`config.mk`:
```
export PLATFORM = sky130hd
export DESIGN_NAME = obi_mem_bridge
export DESIGN_NICKNAME = d
export VERILOG_FILES = /design/src/rtl/obi_mem_bridge_pkg.sv /design/src/rtl/mem_stall_lfsr.sv /design/src/rtl/obi_mem_bridge.sv
export SDC_FILE = /design/constraint.sdc
export NUM_CORES = 1
export LEC_CHECK = 0
export ABC_AREA = 1
export BUFFER_PORTS_ARGS = -buffer_cell sky130_fd_sc_hd__buf_2
export CAP_MARGIN = 20
export CORE_ASPECT_RATIO = 1.1
export CORE_MARGIN = 2
export CORE_UTILIZATION = 45
export CTS_CLUSTER_DIAMETER = 150
export CTS_CLUSTER_SIZE = 20
export DETAILED_ROUTE_END_ITERATION = 10
export PLACE_DENSITY_LB_ADDON = 0.05
export SYNTH_ARGS = -nofsm -noshare
export SYNTH_HDL_FRONTEND = slang
export SYNTH_SLANG_ARGS = --single-unit
```
`constraint.sdc`:
```
create_clock -name clk_i -period 1.5 [get_ports clk_i]
set_input_delay 0.15 -clock clk_i [delete_from_list [all_inputs] [get_ports clk_i]]
set_output_delay 0.15 -clock clk_i [all_outputs]
set_load 0.02 [all_outputs]
```
`src/rtl/obi_mem_bridge_pkg.sv`:
```
// rtl/obi_mem_bridge_pkg.sv - shared constants and types for the OBI memory bridge
// Purpose: default MMIO addresses, stall LFSR seed/taps, response-select enum and the
//          LFSR step function shared by the bridge and its stall generator.
package obi_mem_bridge_pkg;

  localparam logic [31:0] PRINT_ADDR_DEF = 32'h1000_0000;
  localparam logic [31:0] EXIT_ADDR_DEF  = 32'h2000_0000;
  localparam logic [31:0] CYCLE_ADDR_DEF = 32'h1500_0000;
  localparam logic [15:0] LFSR_SEED_DEF  = 16'hACE1;

  // Taps 16,14,13,11 of a right-shifting Fibonacci register map to bits 0,2,3,5.
  localparam logic [15:0] LFSR_TAPS = 16'h002D;

  // Source of data_rdata_o during the response cycle.
  typedef enum logic [1:0] {
    SEL_RAM,
    SEL_CYCLE,
    SEL_ZERO
  } resp_sel_e;

  function automatic logic [15:0] lfsr_next(input logic [15:0] state);
    return {^(state & LFSR_TAPS), state[15:1]};
  endfunction

endpackage

```
`src/rtl/mem_stall_lfsr.sv`:
```
// rtl/mem_stall_lfsr.sv - pseudo-random grant stall generator
// Purpose: 16-bit Fibonacci LFSR that advances every cycle; requests a stall whenever
//          its two low bits are zero and stalling is enabled.
// Ports:
//   clk_i    clock
//   rst_ni   asynchronous active-low reset (LFSR returns to SEED)
//   en_i     stall enable
//   stall_o  1 = withhold grant this cycle
module mem_stall_lfsr
  import obi_mem_bridge_pkg::*;
#(
  parameter logic [15:0] SEED = LFSR_SEED_DEF
) (
  input  logic clk_i,
  input  logic rst_ni,
  input  logic en_i,
  output logic stall_o
);

  logic [15:0] lfsr_q;

  // Free-running regardless of en_i, so the stall pattern depends only on the seed
  // and the number of cycles since reset.
  always_ff @(posedge clk_i or negedge rst_ni) begin
    if (!rst_ni) begin
      lfsr_q <= SEED;
    end else begin
      lfsr_q <= lfsr_next(lfsr_q);
    end
  end

  assign stall_o = en_i & (lfsr_q[1:0] == 2'b00);

endmodule

```
`src/rtl/obi_mem_bridge.sv`:
```
// rtl/obi_mem_bridge.sv - OBI data port to dual-port RAM port B bridge with MMIO window
// Purpose: accepts one OBI transaction per cycle, forwards RAM hits to the RAM port,
//          services console print / exit / cycle-counter registers, flags unmapped
//          accesses and returns a response exactly one cycle after each grant.
// Ports:
//   clk_i, rst_ni                     clock, asynchronous active-low reset
//   data_req_i/gnt_o/addr_i/we_i/     OBI request channel
//   be_i/wdata_i
//   data_rvalid_o, data_rdata_o       OBI response channel (latency 1)
//   ram_en_o/addr_o/we_o/be_o/        RAM port B request (same cycle as grant)
//   wdata_o, ram_rdata_i              RAM read data (one cycle after access)
//   print_valid_o, print_char_o       console byte strobe and byte
//   exit_valid_o, exit_value_o        sticky exit flag and code
//   err_o                             one-cycle pulse after an unmapped access
module obi_mem_bridge
  import obi_mem_bridge_pkg::*;
#(
  parameter int unsigned ADDR_WIDTH = 22,
  parameter logic [31:0] PRINT_ADDR = PRINT_ADDR_DEF,
  parameter logic [31:0] EXIT_ADDR  = EXIT_ADDR_DEF,
  parameter logic [31:0] CYCLE_ADDR = CYCLE_ADDR_DEF,
  parameter bit          STALL_EN   = 1'b0,
  parameter logic [15:0] LFSR_SEED  = LFSR_SEED_DEF
) (
  input  logic                  clk_i,
  input  logic                  rst_ni,
  input  logic                  data_req_i,
  output logic                  data_gnt_o,
  input  logic [31:0]           data_addr_i,
  input  logic                  data_we_i,
  input  logic [3:0]            data_be_i,
  input  logic [31:0]           data_wdata_i,
  output logic                  data_rvalid_o,
  output logic [31:0]           data_rdata_o,
  output logic                  ram_en_o,
  output logic [ADDR_WIDTH-1:0] ram_addr_o,
  output logic                  ram_we_o,
  output logic [3:0]            ram_be_o,
  output logic [31:0]           ram_wdata_o,
  input  logic [31:0]           ram_rdata_i,
  output logic                  print_valid_o,
  output logic [7:0]            print_char_o,
  output logic                  exit_valid_o,
  output logic [31:0]           exit_value_o,
  output logic                  err_o
);

  logic stall;
  logic accept;
  logic ram_hit;
  logic is_print;
  logic is_exit;
  logic is_cycle;
  logic unmapped;
  logic print_hit;
  logic exit_hit;
  resp_sel_e sel_d;

  logic        rvalid_q;
  resp_sel_e   resp_sel_q;
  logic [31:0] cycle_cnt_q;
  logic [31:0] cycle_rdata_q;
  logic        print_valid_q;
  logic [7:0]  print_char_q;
  logic        exit_valid_q;
  logic [31:0] exit_value_q;
  logic        err_q;

  mem_stall_lfsr #(
    .SEED (LFSR_SEED)
  ) u_stall_lfsr (
    .clk_i   (clk_i),
    .rst_ni  (rst_ni),
    .en_i    (STALL_EN),
    .stall_o (stall)
  );

  assign data_gnt_o = data_req_i & ~stall;
  assign accept     = data_req_i & data_gnt_o;

  // RAM window is everything below 2**ADDR_WIDTH.
  assign ram_hit  = (data_addr_i >> ADDR_WIDTH) == 32'd0;
  assign is_print = data_addr_i == PRINT_ADDR;
  assign is_exit  = data_addr_i == EXIT_ADDR;
  assign is_cycle = data_addr_i == CYCLE_ADDR;
  assign unmapped = ~(ram_hit | is_print | is_exit | is_cycle);

  assign print_hit = accept & is_print & data_we_i & data_be_i[0];
  assign exit_hit  = accept & is_exit & data_we_i;

  // RAM request is presented in the grant cycle; unaligned addresses pass through.
  assign ram_en_o    = accept & ram_hit;
  assign ram_we_o    = accept & ram_hit & data_we_i;
  assign ram_addr_o  = data_addr_i[ADDR_WIDTH-1:0];
  assign ram_be_o    = data_be_i;
  assign ram_wdata_o = data_wdata_i;

  // Only RAM reads and cycle-counter reads return non-zero data.
  always_comb begin
    sel_d = SEL_ZERO;
    if (!data_we_i) begin
      if (ram_hit) begin
        sel_d = SEL_RAM;
      end else if (is_cycle) begin
        sel_d = SEL_CYCLE;
      end
    end
  end

  always_ff @(posedge clk_i or negedge rst_ni) begin
    if (!rst_ni) begin
      rvalid_q      <= 1'b0;
      resp_sel_q    <= SEL_ZERO;
      cycle_cnt_q   <= 32'd0;
      cycle_rdata_q <= 32'd0;
      print_valid_q <= 1'b0;
      print_char_q  <= 8'd0;
      exit_valid_q  <= 1'b0;
      exit_value_q  <= 32'd0;
      err_q         <= 1'b0;
    end else begin
      cycle_cnt_q   <= cycle_cnt_q + 32'd1;
      rvalid_q      <= accept;
      err_q         <= accept & unmapped;
      print_valid_q <= print_hit;
      if (accept) begin
        resp_sel_q <= sel_d;
      end
      // Counter value of the grant cycle, held for the response cycle.
      if (accept && is_cycle && !data_we_i) begin
        cycle_rdata_q <= cycle_cnt_q;
      end
      if (print_hit) begin
        print_char_q <= data_wdata_i[7:0];
      end
      // First exit write wins; the code is frozen until reset.
      if (exit_hit && !exit_valid_q) begin
        exit_valid_q <= 1'b1;
        exit_value_q <= data_wdata_i;
      end
    end
  end

  // RAM data arrives one cycle after the access, i.e. in the response cycle itself.
  always_comb begin
    data_rdata_o = 32'd0;
    if (rvalid_q) begin
      case (resp_sel_q)
        SEL_RAM:   data_rdata_o = ram_rdata_i;
        SEL_CYCLE: data_rdata_o = cycle_rdata_q;
        default:   data_rdata_o = 32'd0;
      endcase
    end
  end

  assign data_rvalid_o = rvalid_q;
  assign print_valid_o = print_valid_q;
  assign print_char_o  = print_char_q;
  assign exit_valid_o  = exit_valid_q;
  assign exit_value_o  = exit_value_q;
  assign err_o         = err_q;

endmodule

```
==> run_results.csv, run 1 <==
group,metric,value,unit
status,status,"complete, but fails checks",
status,violations,"setup timing",
drt,wl,17.2,mm
drt,drc,0,
worst_setup_path,crit_family,"flip-flops",
min_path,holdPathEnd,"data_rvalid_o",
worst_setup_path,crit_buf_inv,3,
timing,fin_worst_skew,0.00948,ns
pwr,power,6.13,mW
worst_setup_path,cp-start-kind,"flop",
drt,firstDrtPassIters,5,
final_layout,diodes,0,
worst_setup_path,endpoint_kind,"output port",
drt,num_vias,5810,
worst_setup_path,crit_arrival,1.50,ns
worst_setup_path,slowest_delay,0.46,ns
timing,min_period,1.65,ns
global_routing,antenna_found_initial,0,
global_routing,grt_pass1_wl,26.2,mm
synth,seq_area_frac_synth,0.453,
drt,drt_iter0_drc,323,
drt,viasPerCell,5.12,
worst_setup_path,crit_path_max_fanout,10,
floorplan,core,0.0132,mm2
worst_setup_path,worst_r2r_endpoint,"cycle_cnt_q[8]",
timing,timing.final.max_slew_violations,0,
pwr,ir_drop,0.527,mV
min_path,hp-start,"data_req_i",
global_routing,grt_usage,0.227,
floorplan,die_x,115,um
timing,setup_viol,32,
drt,wl_per_cell,15.1,um
synth,synth_area_per_cell,7.92,um2
timing,setup_ws,-0.150,ns
worst_setup_path,crit_chain,"clkinv_4 > buf_8 > nand3_1 > a21oi_1 > buf_4",
timing,holdWs,0.0221,ns
floorplan,placementRows,44,
final_layout,nets,1073,
global_routing,grt_max_degree,36,
worst_setup_path,reg2reg_depth,6,
pwr,leakage,4.24,nW
final_layout,final_area,0.00806,mm2
final_layout,fin_util,0.610,
timing,fmax,0.606,GHz
worst_setup_path,path_class,"flop to output port",
clock_tree,clk_latency,0.35,ns
clock_tree,tritoncts,"built",
synth,synth_fp_nets,872,
synth,post_synth_inst_count,767,
timing,fin_crit_sh,1.10,
timing,max_slew_margin,0.758,
worst_setup_path,slowest_stage,"dfrtp_2",
clock_tree,path_clk_slew,0.07,ns
min_path,hold_path.class,"input pin to flop",
timing,tightest_slew,0.362,ns
flow_run,maxCapViolations,0,
floorplan,die_h,126,um
pwr,powerDensity,761,mW/mm2
final_layout,fillers,1205,
floorplan,io_pins,241,
placed_design,dpl_worst_slack,0.00528,ns
min_path,hold_depth,1,
worst_setup_path,timing.reg2reg.setup_slack,0.06,ns
synth,synth_seq_cells,110,
final_layout,syn2layout_area_growth,32.6,%
clock_tree,clock_path_buffers,2,
global_routing,grt_overflow,0,
timing,hold_viol,0,
synth,syn_area,0.00607,mm2
worst_setup_path,cp.required,1.35,ns
synth,synth.distinct_cells,32,
clock_tree,root_buffer,"clkbuf_16",
placed_design,dpl-instance-area,0.00721,mm2
clock_tree,cts.sinks,110,
synth,ys_warn_count,0,
final_layout,drive_gt1_frac,0.382,
placed_design,place.gp.congestion,0.911,
clock_tree,cts-htree-levels,3,
worst_setup_path,r2r_start,"cycle_cnt_q[0]",
floorplan,dieArea,0.0144,mm2
floorplan,initial_core_util,0.460,
placed_design,numPortBuffers,234,
placed_design,hpwlAfterDp,11.9,mm
global_routing,first_global_vias,5375,
drt,antenna_left,0,
timing,grt_setup_unrepaired,"yes",
clock_tree,cts_made_buffers,9,
[stage by stage]
stage | instances | setup TNS, ns
floorplan | 767 | 0
global placement | 1105 | 0
detailed placement | 1105 | 0
CTS | 1127 | -4.64
global route | 1134 | -5.04
finish | 1134 | -3.56
[per-layer routing]
layer / GRT usage / up-vias / share of wire
met3: 0.0241 / 16 / 0.040
met5: 0 / - / 0
met1: 0.324 / 2742 / 0.45
met4: 0.0765 / 0 / 0.016
met2: 0.363 / 188 / 0.49
li1: - / 2864 / -
[cells in the mapped netlist, drive strengths merged]
master	n	area (um2)
xor2	17	149
nand3b	3	22.5
nor2	60	282
and2	2	12.5
inv	35	131
clkbuf	16	60.1
dfrtp	109	2730
nand3	111	583
nor3	13	76.3
clkinv	1	3.75
ha	1	12.5
buf	82	601
nand4	44	275
a21oi	32	160
dfstp	1	26.3
xnor2	6	52.6
nand2	231	882
o21a	1	7.51
o21ai	2	10.0
[worst max-delay path by stage]
stage               depth (start not counted)            start          endpoint
floorplan                                   5    resp_sel_q[0]  data_rdata_o[11]
CTS                                         5    resp_sel_q[1]   data_rdata_o[6]
global route                                5    resp_sel_q[0]  data_rdata_o[13]
finish                                      5    resp_sel_q[0]  data_rdata_o[13]
global placement                            7  cycle_cnt_q[10]   cycle_cnt_q[29]
detailed placement                          9  data_addr_i[25]  exit_value_o[20]
[what timing repair did]
item	4_1_cts	5_1_grt
setup buffers	3	1
pin swaps	0	2
gates resized for setup	7	90
endpoints found under the setup margin	33	44
gates cloned	2	6
hold endpoints to repair	22	0
hold buffers	1	0
[cells by family (layout without fill, tap and decap cells)]
kind of cell	after synthesis	in the layout	synth area share
AND/OR/NAND/NOR	464	464	0.351
buffers and inverters	134	340	0.131
flip-flops	110	110	0.453
AO/OA/AOI/OAI	35	35	0.0292
XOR/XNOR	23	23	0.0332
adder cells (fa/ha/maj)	1	1	0.00206
[placed cells by master, fill, tap and decap left out, types with 3 or more instances in the layout]
cell type	instances
buf_2	205
clkinvlp_4	4
nor2_2	11
nand3_4	5
inv_1	31
nand4_1	44
nand2_1	227
buf_6	3
buf_4	59
a21oi_2	9
clkbuf_16	14
xnor2_1	6
nand3_2	15
nor2_1	43
dfrtp_2	9
buf_8	3
a21oi_1	23
xor2_1	17
nor2_4	5
nand3_1	91
nor3_2	5
buf_12	10
nor3_1	7
dfrtp_1	100
nand2_2	3
nand3b_1	3
[power breakdown]
group / internal, mW / total [mW] / switching [mW]
logic: 0.293 / 0.734 / 0.441
clock network: 1.35 / 2.42 / 1.07
registers: 2.97 / 2.98 / 0.00578
[worst reg2reg max path: stages (launching register included)]
cell and delay [ns]:
dfrtp_1 0.37, ha_2 0.22, nand3_4 0.12, nor3_4 0.26
buf_4 0.15, buf_4 0.09, xor2_1 0.14
[final cells by class]
| type | count | area (um2) | share of cell area |
|---|---|---|---|
| inverter | 36 | 151 | 0.0188 |
| timing repair inverter | 1 | 7.51 | 0.000932 |
| sequential | 110 | 2770 | 0.343 |
| multi-input combinational | 523 | 2720 | 0.338 |
| timing repair buffer | 287 | 1910 | 0.237 |
| tap | 161 | 201 | 0.0250 |
| clock inverter | 4 | 53.8 | 0.00668 |
| clock buffer | 12 | 246 | 0.0306 |
[registers in the layout, summed over array words and instances, names as in the netlist]
name / flops
cycle_cnt_q: 32
cycle_rdata_q: 32
exit_value_o: 32
print_char_o: 8
resp_sel_q: 2
data_rvalid_o: 1
err_o: 1
exit_valid_o: 1
print_valid_o: 1
Note: power is estimated with default switching activity, not from simulation.
==> run 2, diff against run 1 <==
--- a/config.mk
+++ b/config.mk
@@ -14,6 +14,7 @@
 export CTS_CLUSTER_DIAMETER = 150
 export CTS_CLUSTER_SIZE = 20
 export DETAILED_ROUTE_END_ITERATION = 10
+export MAX_ROUTING_LAYER = met4
 export PLACE_DENSITY_LB_ADDON = 0.05
 export SYNTH_ARGS = -nofsm -noshare
 export SYNTH_HDL_FRONTEND = slang
==> run_results.csv, run 2 (synthesis results as in run 1) <==
group,metric,value,unit
clock_tree,tritoncts,"built",
clock_tree,clk_latency,0.35,ns
timing,min_period,1.65,ns
floorplan,io_pins,241,
timing,tightest_slew,0.357,ns
worst_setup_path,crit_arrival,1.50,ns
worst_setup_path,cp-start-kind,"flop",
status,violations,"setup timing",
global_routing,antenna_found_initial,0,
worst_setup_path,cp.required,1.35,ns
clock_tree,cts.sinks,110,
placed_design,numPortBuffers,234,
floorplan,dieArea,0.0144,mm2
timing,fmax,0.606,GHz
pwr,power,6.14,mW
drt,viasPerCell,5.22,
final_layout,layout_common_cells,"226 x nand2_1, 204 x buf_2, 101 x dfrtp_1, 80 x nand3_1, 62 x buf_4",
timing,setup_viol,32,
pwr,powerDensity,747,mW/mm2
global_routing,grt_pass1_wl,25.4,mm
worst_setup_path,crit_family,"flip-flops",
final_layout,stdcell_count,1138,
timing,fin_crit_sh,1.10,
final_layout,final_common_cell,"nand2_1",
floorplan,die_h,126,um
timing,timing.final.max_slew_violations,0,
pwr,sw_frac_of_total,0.251,
timing,grt_setup_unrepaired,"yes",
drt,num_vias,5944,
final_layout,drive_gt1_frac,0.403,
drt,drc,0,
clock_tree,cts-htree-levels,3,
floorplan,core,0.0132,mm2
floorplan,die_x,115,um
clock_tree,cts_made_buffers,9,
drt,wl,17.2,mm
timing,setup_tns,-3.69,ns
pwr,p_sw,1.54,mW
placed_design,dpl_worst_slack,-0.0264,ns
final_layout,fin_util,0.622,
status,status,"complete, but fails checks",
pwr,p_comb_frac,0.121,
drt,wl_per_cell,15.1,um
pwr,seq_power_share,0.485,
global_routing,first_global_vias,5208,
pwr,internal-power,4.60,mW
flow_run,maxCapViolations,0,
clock_tree,root_buffer,"clkbuf_16",
final_layout,syn2layout_area_growth,35.2,%
final_layout,fillers,1171,
placed_design,placed_cells,1109,
final_layout,nets,1078,
clock_tree,path_clk_slew,0.07,ns
final_layout,diodes,0,
worst_setup_path,crit_path_max_fanout,10,
final_layout,final_area,0.00822,mm2
floorplan,initial_core_util,0.460,
timing,max_slew_margin,0.762,
pwr,leakage,4.32,nW
floorplan,placementRows,44,
worst_setup_path,crit_buf_inv,3,
timing,fin_worst_skew,0.0129,ns
drt,firstDrtPassIters,5,
timing,hold_viol,0,
global_routing,grt_usage,0.227,
worst_setup_path,endpoint_kind,"output port",
worst_setup_path,slowest_delay,0.47,ns
placed_design,hpwlAfterDp,11.9,mm
placed_design,place.gp.congestion,0.928,
pwr,clkPwrFrac,0.395,
clock_tree,clock_path_buffers,2,
global_routing,grt_max_degree,66,
drt,drt_iter0_drc,362,
pwr,ir_drop,0.406,mV
worst_setup_path,crit_chain,"clkinv_4 > clkbuf_16 > nand3_1 > a21oi_1 > buf_2",
global_routing,grt_overflow,0,
worst_setup_path,path_class,"flop to output port",
min_path,hold_path.class,"input pin to flop",
placed_design,dpl-instance-area,0.00724,mm2
timing,holdWs,0.0295,ns
drt,antenna_left,0,
worst_setup_path,slowest_stage,"dfrtp_2",
timing,setup_ws,-0.150,ns
==> run 2: changes by cell type in the layout (fill, tap and decap cells not counted), sizes merged <==
cell	change
clkbuf	-1
clkinv	+3
buf	+4
clkinvlp	-2
==> run 2: power by group through the flow <==
stage                     clock network [mW]  logic [mW]  registers (mW)
after floorplan                            0       0.387            3.03
after global placement                     0       0.622            3.03
after detailed placement                   0       0.629            3.03
after CTS                               2.48       0.661            2.97
after global routing                    2.61       0.797            2.97
final                                   2.42       0.740            2.97
==> run 2: cell type report <==
type                            count  area [um2]  area share
Clock buffer                       10         239      0.0291
Clock inverter                      5        57.6     0.00701
Sequential cell                   110        2760       0.336
Timing Repair inverter              1        7.51    0.000914
Inverter                           36         151      0.0184
Timing Repair Buffer              292        1980       0.240
Tap cell                          161         201      0.0245
Multi-Input combinational cell    523        2820       0.343
==> run 2: per-layer routing <==
layer | vias to the layer above | routed length (um) | GRT usage
met5 | - | 0 | -
met4 | 0 | 367 | 0.0780
met3 | 29 | 976 | 0.0260
met2 | 247 | 8360 | 0.349
met1 | 2798 | 7490 | 0.314
li1 | 2870 | - | -
==> run 2: worst paths after layout <==
path                                 start          endpoint  slack [ns]  depth (start not counted)
hold / removal                  data_req_i     data_rvalid_o        0.03                          1
setup / recovery             resp_sel_q[0]  data_rdata_o[16]       -0.15                          5
setup reg to reg            cycle_cnt_q[0]   cycle_cnt_q[16]        0.01                          7
max in group asynchronous           rst_ni   cycle_cnt_q[20]        0.70                          3
hold reg to reg            exit_value_o[6]   exit_value_o[6]        0.47                          2
min in group asynchronous           rst_ni  exit_value_o[17]        0.19                          2
==> run 2: what timing repair did <==
action,CTS,global route
setup buffers,3,1
setup endpoints to repair,33,50
resized for setup,7,113
gates cloned,2,7
pin swaps,0,10
endpoints found under the hold margin,109,0
hold buffers,1,0
